<file path="src/rtl/rip_fetch.sv">
// Instruction fetch stage: drives the fetch address to a one-cycle synchronous
// instruction memory and presents the returned word, with its PC, to decode.
module rip_fetch #(
  parameter int                    DATA_WIDTH = 32,
  parameter logic [DATA_WIDTH-1:0] RESET_PC   = 32'h0000_0000,
  parameter logic [DATA_WIDTH-1:0] NOP_INST   = 32'h0000_0013
) (
  input  logic                  clk,
  input  logic                  rstn,
  input  logic                  stall,
  input  logic                  redirect,
  input  logic [DATA_WIDTH-1:0] redirect_pc,
  output logic                  if_ready,
  output logic [DATA_WIDTH-1:0] pc,
  input  logic [DATA_WIDTH-1:0] if_dout,
  output logic                  id_valid,
  output logic [DATA_WIDTH-1:0] id_pc,
  output logic [DATA_WIDTH-1:0] id_inst,
  output logic                  misalign_err
);

  typedef enum logic [1:0] {
    BOOT   = 2'd0,
    RUN    = 2'd1,
    BUBBLE = 2'd2
  } state_t;

  state_t                  state_q, state_d;
  logic [DATA_WIDTH-1:0]   pc_q, pc_d;
  logic [DATA_WIDTH-1:0]   fetch_pc_q, fetch_pc_d;
  logic                    id_valid_q, id_valid_d;
  logic                    misalign_q, misalign_d;

  // A redirect must be able to fetch its target even while decode is stalled.
  assign if_ready     = ~stall | redirect;
  assign pc           = pc_q;
  assign id_pc        = fetch_pc_q;
  assign id_valid     = id_valid_q;
  assign id_inst      = id_valid_q ? if_dout : NOP_INST;
  assign misalign_err = misalign_q;

  always_comb begin
    state_d = state_q;
    case (state_q)
      BOOT:    state_d = redirect ? BUBBLE : RUN;
      RUN:     state_d = redirect ? BUBBLE : RUN;
      BUBBLE:  state_d = redirect ? BUBBLE : RUN;
      default: state_d = BOOT;
    endcase
  end

  always_comb begin
    pc_d       = pc_q;
    fetch_pc_d = fetch_pc_q;
    id_valid_d = id_valid_q;
    misalign_d = misalign_q;

    if (redirect) begin
      pc_d = {redirect_pc[DATA_WIDTH-1:2], 2'b00};
    end else if (!stall) begin
      pc_d = pc_q + DATA_WIDTH'(4);
    end

    if (if_ready) begin
      fetch_pc_d = pc_q;
    end

    // The word returned after a redirect edge belongs to the killed path.
    if (redirect) begin
      id_valid_d = 1'b0;
    end else if (!stall) begin
      id_valid_d = (state_d == RUN);
    end

    if (redirect && (redirect_pc[1:0] != 2'b00)) begin
      misalign_d = 1'b1;
    end
  end

  always_ff @(posedge clk or negedge rstn) begin
    if (!rstn) begin
      state_q    <= BOOT;
      pc_q       <= RESET_PC;
      fetch_pc_q <= RESET_PC;
      id_valid_q <= 1'b0;
      misalign_q <= 1'b0;
    end else begin
      state_q    <= state_d;
      pc_q       <= pc_d;
      fetch_pc_q <= fetch_pc_d;
      id_valid_q <= id_valid_d;
      misalign_q <= misalign_d;
    end
  end

endmodule

</file>
<file path="config.mk">
export PLATFORM = sky130hd
export DESIGN_NAME = rip_fetch
export DESIGN_NICKNAME = d
export VERILOG_FILES = /design/src/rtl/rip_fetch.sv
export SDC_FILE = /design/constraint.sdc
export NUM_CORES = 1
export LEC_CHECK = 0
export BUFFER_PORTS_ARGS = -buffer_cell sky130_fd_sc_hd__buf_2
export CAP_MARGIN = 20
export CORE_AREA = 8 8 91 93
export DETAILED_ROUTE_END_ITERATION = 8
export DIE_AREA = 0 0 99 101
export GPL_ROUTABILITY_DRIVEN = 0
export PLACE_DENSITY_LB_ADDON = 0.3
export RECOVER_POWER = 100
export SYNTH_ARGS = -nofsm -noshare
export SYNTH_HDL_FRONTEND = slang
export SYNTH_SLANG_ARGS = --single-unit
</file>
<file path="constraint.sdc">
create_clock -name clk -period 5 [get_ports clk]
set_input_delay 0.5 -clock clk [delete_from_list [all_inputs] [get_ports clk]]
set_output_delay 0.5 -clock clk [all_outputs]
set_load 0.02 [all_outputs]
</file>
==> out/qor.yml, run 1 <==
worstMarginPinSlew_ps: 1410
synth_area_leaders: "dfrtp_1 49%, mux2_2 8.2%, and2_1 5.9%"
first_pass_iters: 4
cts_htree_levels: 3
combPwrFrac_pct: 21.7
cp_slowest_cell: "clkbuf_1"
grt.total_usage_pct: 18.6
clk_latency_ps: 340
cts-root-buf: "clkbuf_8"
avgViaCountPerCell: 5.21
dp_hpwl_mm: 7.01
reg2regPathDepth: 4
status: "completed"
start_util_pct: 47.2
num_io_pins: 167
fin_crit_sh_pct: 56.9
postCtsHoldBufs: 0
swShare_pct: 33.6
ys_ff_latch: 64
power_density_nw_per_um2: 325
grt_pass1_wl_mm: 15.0
synthTopCellsByCount: "64 x dfrtp_1, 31 x and2_1, 30 x nand2_1, 24 x mux2_2, 23 x o21ai_0"
netlist_area_um2: 3280
setup_tns_ps: 0
drive_above_1_share_pct: 25.8
wl_per_cell_um: 16.6
synth.distinct_cells: 38
finalCriticalPeriod_ps: 2850
n_antenna_cell: 0
clockBufferDepth: 2
synth_warnings: 0
endpoint_kind: "output port"
power_switching_uw: 456
drc: 0
fin_nets: 548
rsz0062_at_grt: "false"
internal_power_uw: 901
synthMostInstantiatedCell: "dfrtp_1"
grt_max_degree: 65
cp-start-kind: "input port"
synth_edf_count: 0
timing.critical_path.to: "if_ready"
reg2reg_from: "pc[7]$_DFFE_PN0N_"
final_antenna_net_count: 0
rr_endpoint: "pc[31]$_DFFE_PN0N_"
path_buf_inv: 3
die_h_um: 101
cts_buffers: 9
critical-path-top-delay-family: "buffers and inverters"
synth_cells: 326
port_buffers: 162
cts_tree: "done"
crit_path_start: "redirect"
cts.repair.resized: 0
dr_total_vias: 2950
cp_num_cells: 4
hold_ws_ps: 326
grt_pass1_vias: 3009
fmax_mhz: 351
clkPwrFrac_pct: 31.7
grt-ovfl-total: 0
cpPeakStageDelay_ps: 1000
async_reset_ff_share_pct: 100
cpMostUsedCell: "clkbuf_1"
vdd_drop_max_mv: 0.189
critical_path_class: "in2out"
antenna_found_initial: 0
setup_viol: 0
hp-class: "in2async"
cp_cell_sequence: "clkbuf_1, nor2b_4, inv_1, clkbuf_1"
maxSlewHeadroom_pct: 6.09
clock_skew_ps: 6.15
pwr-share-seq_pct: 46.6
drt_iter0_drc: 91
num_rows: 31
cp_max_fo: 38
p_leak_nw: 1.80
ys_seq_area_share_pct: 48.9
arrival_ps: 2350
required_ps: 4500
clkTransAtPathRegs_ps: 70
routed_wl_mm: 9.39
core_um2: 6940
synth_flop_cell: "dfrtp_1"
reg2reg_slack_ps: 2930
avgSynthCellArea_um2: 10.1
dieArea_um2: 10000
syn_to_final_growth_pct: 27.3
timing.final.max_slew_violations: 0
cts_sinks: 64
chipWidth_um: 99
yosysTopAreaCell: "dfrtp_1"
max_cap_violations: 0
synth_top_area_share_pct: 48.9
postCtsSetupRepairBufs: 0
final-hold-violation-count: 0
per-layer routing:
| metal | part of all wire (%) | up-vias | global-route usage (%) |
|---|---|---|---|
| met5 | 0 | - | 0 |
| met4 | 1.1 | 0 | 7.08 |
| met3 | 7.5 | 10 | 6.22 |
| met2 | 48 | 102 | 28.7 |
| met1 | 44 | 1380 | 23.6 |
| li1 | - | 1458 | - |
area by class of cell:
cell class | count | area, um2
Fill cell | 675 | 2770
Sequential cell | 64 | 1600
Multi-Input combinational cell | 232 | 1530
Timing Repair Buffer | 163 | 714
Clock buffer | 9 | 124
Tap cell | 82 | 103
Clock inverter | 7 | 62.6
Inverter | 9 | 33.8
sequential cells by signal (all words and copies together) (netlist names):
name,count
pc,30
id_pc,30
state_q,2
id_valid,1
misalign_err,1
per-stage QoR:
step	total power, mW	util (%)	cell area [um2]	setup slack, ps	std cells
2_1_floorplan	0.822	-	3290	3060	329
6_report	1.36	60.1	4170	2150	566
3_3_place_gp	0.950	58.9	4090	2570	550
3_5_place_dp	0.957	58.9	4090	2550	550
5_1_grt	1.43	60.1	4170	1870	566
4_1_cts	1.39	61.6	4280	2550	566
power by group through the flow:
| stage | Combinational [mW] | Sequential [mW] | Clock (mW) |
|---|---|---|---|
| 5_1_grt | 0.324 | 0.643 | 0.467 |
| 6_report | 0.295 | 0.632 | 0.430 |
| 4_1_cts | 0.318 | 0.630 | 0.441 |
| 3_5_place_dp | 0.317 | 0.640 | 0 |
| 2_1_floorplan | 0.128 | 0.695 | 0 |
| 3_3_place_gp | 0.313 | 0.636 | 0 |
kinds of logic after synthesis:
group	after synthesis	synth area share [%]
muxes	25	8.55
AOI/OAI and AO/OA	55	10.1
and+or+nand+nor	134	23.6
other	1	0.114
DFF	64	48.9
adders and majority gates	1	0.382
buffers and inverters	33	4.89
xor gates and xnor gates	13	3.47
layout by cell type (no fill, tap or decap), types with 2 or more instances in the layout:
cell type / netlist / routed
or3_1: 2 / 2
nor4_1: 2 / 2
clkinv_2: 0 / 5
clkbuf_1: 13 / 83
buf_2: 5 / 79
and4_1: 3 / 3
and2_1: 31 / 18
mux2_2: 24 / 24
o31ai_1: 12 / 12
clkbuf_8: 0 / 9
conb_1: 1 / 4
xnor2_1: 5 / 5
nor2_1: 17 / 17
nand3_1: 8 / 8
inv_1: 9 / 9
dfrtp_1: 64 / 64
a31oi_1: 14 / 14
and3_1: 3 / 3
nand2_1: 30 / 31
nand4_1: 11 / 11
nand2b_1: 4 / 4
nor3_1: 2 / 2
xor2_1: 8 / 8
o21ai_0: 23 / 23
and2_0: 0 / 13
a21oi_1: 4 / 4
or4_1: 12 / 12
nand4_4: 2 / 2
worst min-delay path by stage:
| stage | cells past startpoint | slack [ps] | endpoint | start |
|---|---|---|---|---|
| after floorplan | 0 | 200 | id_pc[10]$_DFFE_PN0N_ | rstn |
| after global placement | 1 | 450 | misalign_err$_DFFE_PN0P_ | misalign_err$_DFFE_PN0P_ |
| after detailed placement | 1 | 450 | misalign_err$_DFFE_PN0P_ | misalign_err$_DFFE_PN0P_ |
| after CTS | 2 | 350 | id_pc[20]$_DFFE_PN0N_ | rstn |
| after global routing | 3 | 360 | pc[2]$_DFFE_PN0N_ | redirect_pc[2] |
| final | 2 | 330 | id_pc[19]$_DFFE_PN0N_ | rstn |
Power figures use the tool's default switching activity.
==> run 2: changes to the inputs <==
--- a/config.mk
+++ b/config.mk
@@ -7,9 +7,9 @@
 export LEC_CHECK = 0
 export BUFFER_PORTS_ARGS = -buffer_cell sky130_fd_sc_hd__buf_2
 export CAP_MARGIN = 20
-export CORE_AREA = 8 8 91 93
+export CORE_AREA = 8 8 99 101
 export DETAILED_ROUTE_END_ITERATION = 8
-export DIE_AREA = 0 0 99 101
+export DIE_AREA = 0 0 107 109
 export GPL_ROUTABILITY_DRIVEN = 0
 export PLACE_DENSITY_LB_ADDON = 0.3
 export RECOVER_POWER = 100
==> constraint.sdc (replaced) <==
create_clock -name clk -period 2.5 [get_ports clk]
set_input_delay 0.25 -clock clk [delete_from_list [all_inputs] [get_ports clk]]
set_output_delay 0.25 -clock clk [all_outputs]
set_load 0.02 [all_outputs]
==> out/qor.yml, run 2 (synthesized netlist as in run 1, its figures left out) <==
core_um2: 8380  # +21%
arrival_ps: 1880  # -470 ps
drc: 0  # unchanged
m1WireLength_mm: 4.19  # +2.2%
vdd_drop_max_mv: 0.405  # +110%
max_cap_violations: 1  # +1
final-hold-violation-count: 0  # unchanged
violations: "max-capacitance violations, max-slew violations"
num_io_pins: 167  # unchanged
drive_above_1_share_pct: 25.9  # +0.099 points
cts_sinks: 64  # unchanged
drt_iter0_drc: 131  # +44%
grt_pass1_wl_mm: 16.8  # +13%
setup_viol: 0  # unchanged
p_leak_nw: 1.82  # +1.1%
top_layer_used: "met4"
syn_to_final_growth_pct: 29.9
hp-class: "in2reg"
cp_cell_sequence: "buf_2, nor2b_2, buf_12, inv_1, clkbuf_1"
cts_htree_levels: 3  # unchanged
cp_max_fo: 38  # unchanged
first_pass_iters: 4  # unchanged
dp_hpwl_mm: 8.05  # +15%
clkTransAtPathRegs_ps: 80  # about the same
postCtsSetupRepairBufs: 0  # unchanged
reg2reg_slack_ps: 470  # -2460 ps
dieArea_um2: 11700  # +17%
grt-ovfl-total: 0  # unchanged
grt_pass1_vias: 3189  # +6.0%
start_util_pct: 39.1  # -8.1 points
cts.repair.resized: 0  # unchanged
cts_tree: "done"
n_antenna_cell: 0  # unchanged
num_rows: 34  # +9.7%
mostFrequentLayoutCell: "clkbuf_1"
clockBufferDepth: 2  # unchanged
setup_tns_ps: 0  # unchanged
avgViaCountPerCell: 5.20  # -0.32%
port_buffers: 162  # unchanged
grt.total_usage_pct: 18.2  # -0.42 points
wl_per_cell_um: 17.8  # +7.4%
cpPeakStageDelay_ps: 840  # -160 ps
chipWidth_um: 107  # +8.1%
grt_max_degree: 65  # unchanged
final_cell_mix: "83 x clkbuf_1, 79 x buf_2, 64 x dfrtp_1, 31 x nand2_1, 24 x mux2_2"
maxSlewHeadroom_pct: -6.57  # -13 points
critical_path_class: "in2out"
power_density_nw_per_um2: 682  # +110%
clock_skew_ps: 15.8  # +9.70 ps
cp-start-kind: "input port"
cts_buffers: 9  # unchanged
worstMarginPinSlew_ps: 1600  # +190 ps
routed-wl-met3_um: 990  # +40%
wl_met2_mm: 5.29  # +18%
final_antenna_net_count: 0  # unchanged
die_h_um: 109  # +7.9%
rsz0062_at_grt: "false"
dr_total_vias: 3086  # +4.6%
fin_nets: 550  # +0.36%
antenna_found_initial: 0  # unchanged
fmax_mhz: 470
hold_ws_ps: 113  # -213 ps
required_ps: 2250  # -2250 ps
timing.final.max_slew_violations: 65  # +65
routed_wl_mm: 10.6  # +13%
cp_slowest_cell: "nor2b_2"
finalCriticalPeriod_ps: 2130
endpoint_kind: "output port"
postCtsHoldBufs: 0  # unchanged
clk_latency_ps: 350  # about the same
status: "complete, but fails checks"
fin_crit_sh_pct: 85.0
cts-root-buf: "clkbuf_8"
-- run 2: cell types whose count changed in the layout (fill, tap and decap cells not counted), sizes merged --
cell,change
bufinv,+1
clkinv,-4
clkbuf,+1
inv,+3
buf,+1
-- run 2: layout make-up --
cell class | instances | area, um2
fillers | 829 | 4120
flip-flops and latches | 64 | 1600
multi-input cells | 232 | 1520
repair buffers | 165 | 739
well taps | 108 | 135
clock buffers | 9 | 124
clock inverters | 7 | 103
inverters | 9 | 33.8
-- run 2: metal layers --
metal / vias up / track usage (%)
met2: 129 / 32.2
li1: 1465 / -
met3: 12 / 6.09
met1: 1480 / 20.1
met5: - / 0
met4: 0 / 5.93
-- run 2: where the power goes --
part	total, mW	switching, mW	internal [mW]
combinational	0.606	0.398	0.208
clock	1.03	0.459	0.574
sequential	1.27	0.122	1.14
-- run 2: path summary, 6_finish.rpt --
kind | startpoint | end | cells past startpoint
max | redirect | if_ready | 5
min | redirect_pc[10] | pc[10]$_DFFE_PN0N_ | 3
max reg2reg | pc[4]$_DFFE_PN0N_ | pc[25]$_DFFE_PN0N_ | 4
min reg2reg | misalign_err$_DFFE_PN0P_ | misalign_err$_DFFE_PN0P_ | 1
max in group asynchronous | rstn | pc[2]$_DFFE_PN0N_ | 2
min in group asynchronous | rstn | id_pc[19]$_DFFE_PN0N_ | 2
-- run 2: metrics by stage --
step / power, mW / instance area (um2) / util [%] / setup WS [ps] / instances
floorplan: 1.64 / 3290 / - / 695 / 329
global placement: 1.92 / 4150 / 49.5 / 544 / 578
detailed placement: 1.94 / 4150 / 49.5 / 492 / 578
CTS: 2.96 / 4380 / 52.2 / 506 / 594
global route: 3.05 / 4260 / 50.8 / 226 / 594
finish: 2.91 / 4260 / 50.8 / 374 / 594
-- run 2: worst max-delay path: cells and delay by family --
kind,cells,cell delay (ps)
buffers and inverters,4,760
AND/OR/NAND/NOR,1,840
